[src/rtl/delay_timer.sv]
// Prescaled, runtime-loadable down-counter: done pulses count*PRESCALE clocks after start, or at the same edge when count==0.
// Periodic mode auto-reloads. There is no backpressure: abort beats start, start beats tick, and start retriggers while running.
module delay_timer #(
    parameter int WIDTH    = 16,
    parameter int PRESCALE = 1
) (
    input  logic             clk,
    input  logic             rst,
    input  logic             start,
    input  logic [WIDTH-1:0] count,
    input  logic             periodic,
    input  logic             abort,
    output logic             busy,
    output logic             done,
    output logic [WIDTH-1:0] remaining
);

    localparam int PW = (PRESCALE > 1) ? $clog2(PRESCALE) : 1;
    localparam logic [PW-1:0] PMAX = PW'(PRESCALE - 1);

    typedef enum logic {
        IDLE = 1'b0,
        RUN  = 1'b1
    } state_t;

    state_t           state;
    logic [PW-1:0]    presc;
    logic [WIDTH-1:0] reload;
    logic             mode;

    assign busy = (state == RUN);

    always_ff @(posedge clk or negedge rst) begin
        if (!rst) begin
            state     <= IDLE;
            presc     <= '0;
            reload    <= '0;
            mode      <= 1'b0;
            remaining <= '0;
            done      <= 1'b0;
        end else begin
            done <= 1'b0;
            if (abort) begin
                state     <= IDLE;
                remaining <= '0;
                presc     <= '0;
            end else if (start) begin
                reload <= count;
                mode   <= periodic;
                presc  <= '0;
                if (count != '0) begin
                    remaining <= count;
                    state     <= RUN;
                end else begin
                    // Zero-length delay completes on the start edge itself.
                    done      <= 1'b1;
                    remaining <= '0;
                    state     <= IDLE;
                end
            end else if (state == RUN) begin
                if (presc == PMAX) begin
                    presc <= '0;
                    if (remaining == WIDTH'(1)) begin
                        done <= 1'b1;
                        if (mode) begin
                            remaining <= reload;
                        end else begin
                            remaining <= '0;
                            state     <= IDLE;
                        end
                    end else begin
                        remaining <= remaining - 1'b1;
                    end
                end else begin
                    presc <= presc + 1'b1;
                end
            end
        end
    end

endmodule
[config.mk]
export PLATFORM = sky130hd
export DESIGN_NAME = delay_timer
export DESIGN_NICKNAME = d
export VERILOG_FILES = /design/src/rtl/delay_timer.sv
export SDC_FILE = /design/constraint.sdc
export NUM_CORES = 1
export LEC_CHECK = 0
export ABC_CLOCK_PERIOD_IN_PS = 2350
export BUFFER_PORTS_ARGS = -buffer_cell sky130_fd_sc_hd__buf_2
export CAP_MARGIN = 20
export CORE_MARGIN = 2
export CORE_UTILIZATION = 55
export DETAILED_ROUTE_END_ITERATION = 8
export PLACE_DENSITY = 0.79
export SYNTH_ARGS = -nofsm -noshare
export SYNTH_HDL_FRONTEND = slang
export SYNTH_SLANG_ARGS = --single-unit
[constraint.sdc]
create_clock -name clk -period 2.35 [get_ports clk]
set_input_delay 0.47 -clock clk [delete_from_list [all_inputs] [get_ports clk]]
set_output_delay 0.47 -clock clk [all_outputs]
set_load 0.02 [all_outputs]
==> key figures, run 1 <==
Worst setup path
  • Critical Path RT: 2580 ps
  • Origin of the critical flop-to-flop path: remaining[6]$_DFFE_PN0P_
  • Worst Setup End Kind: flop
  • Crit start category: flop
  • R2r setup slk: 180 ps
  • R2R cell count: 5
  • RR Endpoint: remaining[6]$_DFFE_PN0P_
  • CP Cell Sequence: nor4_4 > nand4b_1 > nor3_4 > mux2_2 > o211ai_1
  • Arrival time at the worst endpoint: 2400 ps
  • Max incr delay on CP: 460 ps
  • Max FO, Critical Path: 7
  • Slowest stage cell on the critical path: dfrtp_1
  • Critical path type: reg -> reg

Yosys
  • Post-Syn Area: 2100 sq um
  • Primary FF master, synth: dfrtp_1
  • Post-synth top area cell: dfrtp_1
  • Synth area leaders: dfrtp_1 42%, nand2_1 11%, o21ai_0 2.6%
  • Post-synth ARST share: 1.00
  • Count of different cell masters after synthesis: 50
  • Syn Nets: 267
  • Top post-synthesis cells by count: 59 x nand2_1, 35 x dfrtp_1, 13 x nor2_1
  • Syn Area/Cell: 8.62 sq um
  • Yosys Warn Count: 0
  • Count leader, synth: nand2_1
  • Synth top area share: 0.416
  • Gate Count Post-Synth: 244
  • Post-synth EDFFs: 0
  • Yosys reg bits: 35
  • Seq/Total Area, Yosys: 0.416

Detailed routing
  • Total number of vias: 2,064
  • WL/cell: 17.9 um
  • Post-DR vias/cell: 6.14
  • ANT nets after route: 0
  • Drt pass-1 iters: 5
  • Drt drc: 0
  • Post-detailed-routing wire length: 6.00 mm
  • DRT iter0 DRCs: 167

Floorplanning
  • Row cnt: 22
  • Die Y: 65.8 um
  • I/O Pins: 39
  • Die width: 65.8 um
  • Die area: 4330 sq um
  • Core Footprint: 3660 sq um
  • Starting Density: 0.575

Global route
  • GRT Total Usage: 0.319
  • Pin count of the biggest net entering global routing: 36
  • Via count of the first global-routing pass: 2,067
  • Grt ovf: 0
  • First-pass GRT wire length: 10.1 mm
  • Initial antenna violation count: 0

Pwr
  • Sequential Power Share: 0.464
  • Comb power frac: 0.256
  • Max VDD drop: 0.502 mV
  • PD cells: 637 nW/um^2
  • Int Pwr: 1030 uW
  • Clock share of power: 0.280
  • Sw Share: 0.348
  • Leak Pwr: 0.00116 uW
  • Total power: 1580 uW
  • P_sw: 550 uW

Clock network
  • Clock buffer depth: 2
  • Clock sink total: 35
  • TritonCTS buffer count: 5
  • CTS Hold Bufs: 0
  • CTS Root Cell: clkbuf_8
  • Worst-Skew Late Latency: 300 ps
  • Reg clk slew, reported paths: 70 ps
  • CTS tree: done
  • Htree depth: 2

Placed design
  • Setup WS pre-CTS: 168 ps
  • Detailed placement HPWL: 4.20 mm
  • Port bufs: 38
  • Routability cong.: 0.932

Timing
  • Final hold vios: 0
  • Setup TNS: 0 ps
  • Final clock skew: 4.11 ps
  • Min Tclk post-route: 2170 ps
  • Final worst-path cycle share: 0.924
  • Slew at the pin with the worst max-slew slack: 794 ps
  • Slew Viols, Final: 0
  • RSZ-0062 raised after global routing: false
  • Final setup fails: 0
  • Slew HR: 0.471
  • Achievable Freq: 461 MHz
  • PnR worst setup slack: 179 ps

Finish
  • Footprint of the multi-input gates: 1130 sq um
  • Area delta synth->final: 18.0%
  • Fin util: 0.678
  • Reg area: 876 sq um
  • Nets: 310
  • Share of post-route cells with drive strength above 1: 0.260
  • FILL cells: 331
  • N_diodes: 0

Run status
  • Outcome: complete, no violations

Hold path
  • Hold crit path type: in -> async

Run
  • Max-Cap Viols: 0
## worst max-delay path: cells and delay by family (launching register included)
family           cells  cell delay, ps
flip-flops           1             460
multiplexers         1             370
AO/OA/AOI/OAI        1             150
AND/OR/NAND/NOR      3            1110
## routing by layer
layer  global-route usage  vias up  share of wire
met3               0.0716       12          0.083
met2                0.500      110           0.47
met5                    0        -              0
met1                0.421      978           0.42
met4                0.143        0          0.020
li1                     -      964              -
## registers in the layout, indices dropped and copies added, names as in the netlist
signal     count
mode           1
done           1
remaining     16
busy           1
reload        16
## final cells by class
class                           count  share of cell area
Clock buffer                        6              0.0292
Clock inverter                      2             0.00504
Inverter                            9              0.0136
Multi-Input combinational cell    184               0.456
Sequential cell                    35               0.353
Tap cell                           48              0.0242
Timing Repair Buffer               52               0.119
## placed cells by master (no fill, tap or decap), types with 3 or more instances in the layout
cell       n
nand2_1   59
buf_2     38
dfrtp_1   35
buf_4     14
nor2_1    13
o21ai_0   11
inv_1      9
a21oi_1    9
nor3_1     7
nor4_1     6
or3_1      6
a31oi_1    5
clkbuf_8   5
nand2b_1   3
o22ai_1    3
a22oi_1    3
mux2_2     3
xnor2_1    3
a32oi_1    3
o211ai_1   3
xor2_1     3
## metrics by stage
step	hold WS, ps	instances	cell area, sq um
2_1_floorplan	174	244	2100
3_3_place_gp	459	327	2380
3_5_place_dp	464	327	2380
4_1_cts	276	335	2470
5_1_grt	326	336	2480
6_report	235	336	2480
## cells by family after synthesis
group	Yosys count	synth area share
compound gates	57	0.196
xor+xnor	6	0.0250
fa+ha+maj	2	0.0119
buf+inv	25	0.0482
flops	35	0.416
mux	3	0.0161
simple gates	116	0.287
## power groups by stage
stage | logic, uW | clock network, uW | registers (uW)
final | 405 | 442 | 734
after detailed placement | 397 | 0 | 742
after floorplan | 245 | 0 | 749
after global placement | 389 | 0 | 739
after global routing | 449 | 471 | 741
after CTS | 401 | 447 | 731
## worst max-delay path by stage
stage	endpoint	cells after the start	from
3_5_place_dp	remaining[6]$_DFFE_PN0P_	5	remaining[6]$_DFFE_PN0P_
5_1_grt	remaining[9]$_DFFE_PN0P_	5	remaining[6]$_DFFE_PN0P_
3_3_place_gp	remaining[6]$_DFFE_PN0P_	5	remaining[2]$_DFFE_PN0P_
2_1_floorplan	remaining[9]$_DFFE_PN0P_	5	remaining[2]$_DFFE_PN0P_
6_report	remaining[6]$_DFFE_PN0P_	5	remaining[6]$_DFFE_PN0P_
4_1_cts	remaining[6]$_DFFE_PN0P_	5	remaining[2]$_DFFE_PN0P_
## timing repair
action,CTS,global route
resized for setup,0,1
setup endpoints to repair,0,2
buffers inserted,0,1
No activity file was read; power rests on OpenSTA's default activity.
==> inputs of run 2 (changes only) <==
--- a/config.mk
+++ b/config.mk
@@ -11,7 +11,8 @@
 export CORE_MARGIN = 2
 export CORE_UTILIZATION = 55
 export DETAILED_ROUTE_END_ITERATION = 8
-export PLACE_DENSITY = 0.79
+export MAX_ROUTING_LAYER = met4
+export PLACE_DENSITY = 0.77
 export SYNTH_ARGS = -nofsm -noshare
 export SYNTH_HDL_FRONTEND = slang
 export SYNTH_SLANG_ARGS = --single-unit
==> run 2 against run 1 <==
Against the previous run: final area up 0.81%; clock power up 32%; critical path depth unchanged; worst setup slack gained 6.8 ps; highest routed layer unchanged; total power rose by 9.1%; via count increased by 0.29%; critical endpoint unchanged; non-clock buffer count shrank 2.
==> key figures, run 2 (synthesis gave the netlist of run 1 again) <==
Worst setup path
  • Crit start category: flop
  • Critical path type: reg -> reg
  • Worst Setup End Kind: flop
  • Max incr delay on CP: 480 ps (+20 ps)
  • Slowest stage cell on the critical path: dfrtp_1
  • R2r setup slk: 190 ps (about the same)
  • Critical Path RT: 2570 ps (about the same)
  • Max FO, Critical Path: 8 (+1)
  • CP Cell Sequence: nor4_4 > nand4b_1 > nor3_4 > mux2_2 > o211ai_1
  • Arrival time at the worst endpoint: 2390 ps (about the same)

Pwr
  • Sequential Power Share: 0.427 (-0.037)
  • Clock share of power: 0.338 (+0.058)
  • Comb power frac: 0.235 (-0.021)
  • Int Pwr: 1170 uW (+13%)
  • Max VDD drop: 0.372 mV (-26%)
  • P_sw: 556 uW (+1.0%)
  • PD cells: 689 nW/um^2 (+8.2%)
  • Sw Share: 0.323 (-0.0258)
  • Leak Pwr: 0.00117 uW (+0.96%)

Finish
  • Largest registers: reload x16, remaining x16
  • Fin util: 0.684 (+0.00547)
  • Most frequent cells in the layout: 59 x nand2_1, 38 x buf_2, 35 x dfrtp_1
  • Most common cell after layout, fill and taps aside: nand2_1
  • N_diodes: 0 (unchanged)
  • Area delta synth->final: 19.0%
  • Share of post-route cells with drive strength above 1: 0.262 (+0.00182)
  • Nets: 308 (-0.65%)

Detailed routing
  • DRT iter0 DRCs: 245 (+47%)
  • WL/cell: 17.9 um (+0.21%)
  • Drt pass-1 iters: 5 (unchanged)
  • Total number of vias: 2,070 (+0.29%)
  • ANT nets after route: 0 (unchanged)
  • Post-detailed-routing wire length: 5.98 mm (-0.38%)
  • Post-DR vias/cell: 6.20 (+0.89%)
  • Drt drc: 0 (unchanged)

Global route
  • Initial antenna violation count: 0 (unchanged)
  • Grt ovf: 0 (unchanged)
  • Pin count of the biggest net entering global routing: 36 (unchanged)
  • First-pass GRT wire length: 9.74 mm (-3.6%)
  • GRT Total Usage: 0.309 (-0.00942)
  • Via count of the first global-routing pass: 1,977 (-4.4%)

Clock network
  • TritonCTS buffer count: 5 (unchanged)
  • CTS Root Cell: clkbuf_8
  • Reg clk slew, reported paths: 80 ps (about the same)
  • Clock buffer depth: 2 (unchanged)
  • Worst-Skew Late Latency: 300 ps (about the same)
  • CTS tree: done
  • Clock sink total: 35 (unchanged)
  • Htree depth: 2 (unchanged)

Floorplanning
  • Row cnt: 22 (unchanged)
  • Core Footprint: 3660 sq um (unchanged)
  • I/O Pins: 39 (unchanged)
  • Die Y: 65.8 um (unchanged)
  • Die width: 65.8 um (unchanged)
  • Die area: 4330 sq um (unchanged)
  • Starting Density: 0.575 (unchanged)

Placed design
  • Detailed placement HPWL: 4.12 mm (-1.8%)
  • Routability cong.: 0.951 (+2.0%)
  • Port bufs: 38 (unchanged)

Run status
  • Outcome: complete, no violations

Timing
  • Slew at the pin with the worst max-slew slack: 791 ps (-3.47 ps)
  • Min Tclk post-route: 2160 ps (-6.85 ps)
  • Final clock skew: 8.63 ps (+4.52 ps)
  • Final hold vios: 0 (unchanged)
  • Final setup fails: 0 (unchanged)
  • RSZ-0062 raised after global routing: false
  • Final worst-path cycle share: 0.921 (-0.00291)
  • Slew HR: 0.473 (+0.00232)
  • Slew Viols, Final: 0 (unchanged)
  • Setup TNS: 0 ps (unchanged)
  • Achievable Freq: 462 MHz (+0.32%)

Hold path
  • Hold crit path type: in -> async

Run
  • Max-Cap Viols: 0 (unchanged)
==> run 2: final timing paths <==
kind / start / depth (start not counted) / to
worst max-delay path: remaining[3]$_DFFE_PN0P_ / 5 / remaining[6]$_DFFE_PN0P_
worst min-delay path: rst / 1 / reload[4]$_DFFE_PN0P_
worst max register to register: remaining[3]$_DFFE_PN0P_ / 5 / remaining[6]$_DFFE_PN0P_
worst min register to register: reload[12]$_DFFE_PN0P_ / 2 / reload[12]$_DFFE_PN0P_
max in group asynchronous: rst / 1 / reload[14]$_DFFE_PN0P_
min in group clk: periodic / 3 / mode$_DFFE_PN0P_
==> run 2: power groups by stage <==
stage	combinational, uW	clock [uW]	sequential [uW]
6_report	405	583	737
5_1_grt	444	601	747
4_1_cts	393	577	734
3_5_place_dp	391	0	745
3_3_place_gp	385	0	741
2_1_floorplan	245	0	749
==> run 2: timing repair <==
item                                    in CTS  in global routing
hold buffers                                 0                  0
resized for setup                            0                  2
endpoints found under the setup margin       0                  3
setup buffers                                0                  2
==> run 2: critical path: cells and delay by family (launching register included) <==
kind | cells | cell delay [ps]
AOI/OAI and AO/OA | 1 | 160
muxes | 1 | 380
and+or+nand+nor | 3 | 1070
DFF | 1 | 480
==> run 2: final cells by class <==
type                    instances  area [sq um]
well taps                      48          60.1
fillers                       317          1160
clock inverters                 2          35.0
multi-input cells             184          1130
flip-flops and latches         35           876
repair buffers                 50           280
inverters                       9          33.8
clock buffers                   6          82.6
==> run 2: layer usage <==
layer	routed length, um	GRT usage	up-vias
met5	0	-	-
met4	159	0.130	0
met3	534	0.0664	19
met2	2750	0.463	122
met1	2540	0.409	965
li1	-	-	964
==> run 2: stage by stage <==
| step | cell area [sq um] | total power [uW] | hold slack, ps | std cells | setup slack, ps |
|---|---|---|---|---|---|
| after global placement | 2360 | 1130 | 459 | 324 | 236 |
| after floorplan | 2100 | 994 | 174 | 244 | 317 |
| after detailed placement | 2360 | 1140 | 463 | 324 | 151 |
| after global routing | 2500 | 1790 | 320 | 334 | 14.4 |
| final | 2500 | 1720 | 232 | 334 | 185 |
| after CTS | 2480 | 1700 | 285 | 332 | 138 |
==> inputs of run 3 (changes only) <==
--- a/config.mk
+++ b/config.mk
@@ -9,10 +9,11 @@
 export BUFFER_PORTS_ARGS = -buffer_cell sky130_fd_sc_hd__buf_2
 export CAP_MARGIN = 20
 export CORE_MARGIN = 2
-export CORE_UTILIZATION = 55
+export CORE_UTILIZATION = 40
+export CTS_CLUSTER_SIZE = 25
 export DETAILED_ROUTE_END_ITERATION = 8
 export MAX_ROUTING_LAYER = met4
-export PLACE_DENSITY = 0.77
+export PLACE_DENSITY = 0.59
 export SYNTH_ARGS = -nofsm -noshare
 export SYNTH_HDL_FRONTEND = slang
 export SYNTH_SLANG_ARGS = --single-unit
==> run 3 against run 2 <==
Against the previous run: sequential power shrank 0.8%; register-to-register slack gained 50 ps; combinational power is essentially flat; critical path depth grew 1; count of clock-buffer cells in the layout shrank 1; clock power grew 13%; routed wire length grew 1.5%; sequential share of layout area shrank 1.2 points; total power grew 4.1%; critical path type unchanged; largest cell class unchanged; largest power group unchanged; highest routed layer unchanged.
==> key figures, run 3 (synthesis gave the netlist of run 1 again) <==
Timing
  • Achievable Freq: 472 MHz (+2.1%)
  • RSZ-0062 raised after global routing: false
  • Setup TNS: 0 ps (unchanged)
  • Slew HR: 0.480 (+0.00690)
  • Final hold vios: 0 (unchanged)
  • Min Tclk post-route: 2120 ps (-45.3 ps)
  • WHS: 254 ps (+21.4 ps)
  • Final worst-path cycle share: 0.902 (-0.0193)
  • PnR worst setup slack: 231 ps (+45.3 ps)
  • Final clock skew: 3.48 ps (-5.14 ps)
  • Slew at the pin with the worst max-slew slack: 780 ps (-10.3 ps)
  • Final setup fails: 0 (unchanged)
  • Slew Viols, Final: 0 (unchanged)

Detailed routing
  • Drt drc: 0 (unchanged)
  • Metal2 WL: 2.70 mm (-1.7%)
  • Post-DR vias/cell: 5.56 (-10%)
  • ANT nets after route: 0 (unchanged)
  • Max layer used: met4
  • WL/cell: 16.8 um (-6.1%)
  • Total number of vias: 2,007 (-3.0%)
  • Met3 WL: 299 um (-44%)
  • Drt pass-1 iters: 4 (-1)
  • Post-detailed-routing wire length: 6.07 mm (+1.5%)
  • Post-Route M1 WL: 2.93 mm (+15%)
  • DRT iter0 DRCs: 148 (-40%)

Worst setup path
  • Slowest stage cell on the critical path: dfrtp_1
  • RR Endpoint: remaining[6]$_DFFE_PN0P_
  • Critical Path RT: 2560 ps (about the same)
  • Max FO, Critical Path: 6 (-2)
  • CP delay by family, top: simple AND/OR/NAND/NOR gates
  • Worst Setup End Kind: flop
  • R2r setup slk: 230 ps (+50 ps)
  • Max incr delay on CP: 450 ps (-30 ps)
  • Crit start category: flop
  • Crit path buf inv count: 1 (+1)
  • R2R cell count: 6 (+1)
  • Critical path type: reg -> reg
  • CP Cell Sequence: nor4_4 > nand4b_1 > buf_4 > nor3_4 > mux2_2 > o211ai_1
  • Origin of the critical flop-to-flop path: remaining[6]$_DFFE_PN0P_
  • Arrival time at the worst endpoint: 2330 ps (-60 ps)

Finish
  • Cell area after layout: 2590 sq um (+3.5%)
  • Most frequent cells in the layout: 59 x nand2_1, 38 x buf_2, 35 x dfrtp_1
  • Most common cell after layout, fill and taps aside: nand2_1
  • Area delta synth->final: 23.1%
  • Nets: 313 (+1.6%)
  • Share of post-route cells with drive strength above 1: 0.268 (+0.00580)
  • Largest registers: reload x16, remaining x16
  • FILL cells: 496 (+56%)
  • Fin util: 0.510 (-0.173)
  • N_diodes: 0 (unchanged)

Pwr
  • PD cells: 693 nW/um^2 (+0.59%)
  • P_sw: 547 uW (-1.7%)
  • Clock share of power: 0.368 (+0.030)
  • Comb power frac: 0.225 (-0.010)
  • Sequential Power Share: 0.407 (-0.020)
  • Leak Pwr: 0.00120 uW (+2.6%)
  • Sw Share: 0.304 (-0.0181)
  • Int Pwr: 1250 uW (+6.9%)
  • Max VDD drop: 0.355 mV (-4.6%)

Clock network
  • Reg clk slew, reported paths: 70 ps (about the same)
  • TritonCTS buffer count: 5 (unchanged)
  • Htree depth: 2 (unchanged)
  • Clock sink total: 35 (unchanged)
  • Post-CTS Resized: 0 (unchanged)
  • CTS tree: done
  • CTS Hold Bufs: 0 (unchanged)
  • Clock buffer depth: 2 (unchanged)
  • Setup bufs post-CTS: 0 (unchanged)
  • Worst-Skew Late Latency: 290 ps (about the same)
  • CTS Root Cell: clkbuf_8

Placed design
  • Setup WS pre-CTS: 245 ps (+94.3 ps)
  • Routability cong.: 0.927 (-2.5%)
  • Placed cell area: 2450 sq um (+3.9%)
  • Detailed placement HPWL: 4.43 mm (+7.5%)
  • Port bufs: 38 (unchanged)

Floorplanning
  • Core Footprint: 5070 sq um (+39%)
  • Row cnt: 26 (+18%)
  • Starting Density: 0.414 (-0.160)
  • Die width: 76.5 um (+16%)
  • I/O Pins: 39 (unchanged)
  • Die Y: 76.5 um (+16%)
  • Die area: 5850 sq um (+35%)

Global route
  • Pin count of the biggest net entering global routing: 36 (unchanged)
  • Initial antenna violation count: 0 (unchanged)
  • First-pass GRT wire length: 10.2 mm (+4.6%)
  • Via count of the first global-routing pass: 1,931 (-2.3%)
  • Grt ovf: 0 (unchanged)
  • GRT Total Usage: 0.228 (-0.0811)

Hold path
  • Hold crit path type: in -> async

Run
  • Max-Cap Viols: 0 (unchanged)

Run status
  • Outcome: complete, no violations
==> run 3: final cells by class <==
class	instances	area, sq um	area share
sequential	35	876	0.338
clock inverter	3	67.6	0.0261
inverter	9	33.8	0.0130
multi-input combinational	184	1130	0.435
tap	70	87.6	0.0338
clock buffer	5	68.8	0.0266
timing repair buffer	55	330	0.128
==> run 3: worst register-to-register path, stage by stage, from the launching register on <==
cell      delay [ps]
dfrtp_1          450
nor4_4           420
nand4b_1         160
buf_4            180
nor3_4           300
mux2_2           370
o211ai_1         150
==> run 3: metal layers <==
metal,global-route usage,vias up
met2,0.329,68
met5,-,-
met1,0.321,949
li1,-,976
met4,0.0927,0
met3,0.0355,14
==> run 3: how the worst max path moves through the flow <==
stage | start | end | slack (ps) | cells past startpoint
floorplan | remaining[2]$_DFFE_PN0P_ | remaining[9]$_DFFE_PN0P_ | 320 | 5
global placement | remaining[1]$_DFFE_PN0P_ | remaining[7]$_DFFE_PN0P_ | 240 | 8
detailed placement | remaining[6]$_DFFE_PN0P_ | remaining[6]$_DFFE_PN0P_ | 250 | 6
CTS | remaining[6]$_DFFE_PN0P_ | remaining[6]$_DFFE_PN0P_ | 220 | 6
global route | remaining[6]$_DFFE_PN0P_ | remaining[6]$_DFFE_PN0P_ | 80 | 6
finish | remaining[6]$_DFFE_PN0P_ | remaining[6]$_DFFE_PN0P_ | 230 | 6
==> run 3: power by group through the flow <==
stage                     Combinational, uW  Clock, uW  Sequential [uW]
after global placement                  402          0              741
after floorplan                         245          0              749
after detailed placement                403          0              742
final                                   404        660              731
after CTS                               405        674              730
after global routing                    447        707              743
==> run 3: stage by stage <==
| stage | total power [uW] | std cells |
|---|---|---|
| after floorplan | 994 | 244 |
| after global placement | 1140 | 353 |
| final | 1800 | 361 |
| after CTS | 1810 | 361 |
| after global routing | 1900 | 361 |
| after detailed placement | 1140 | 353 |
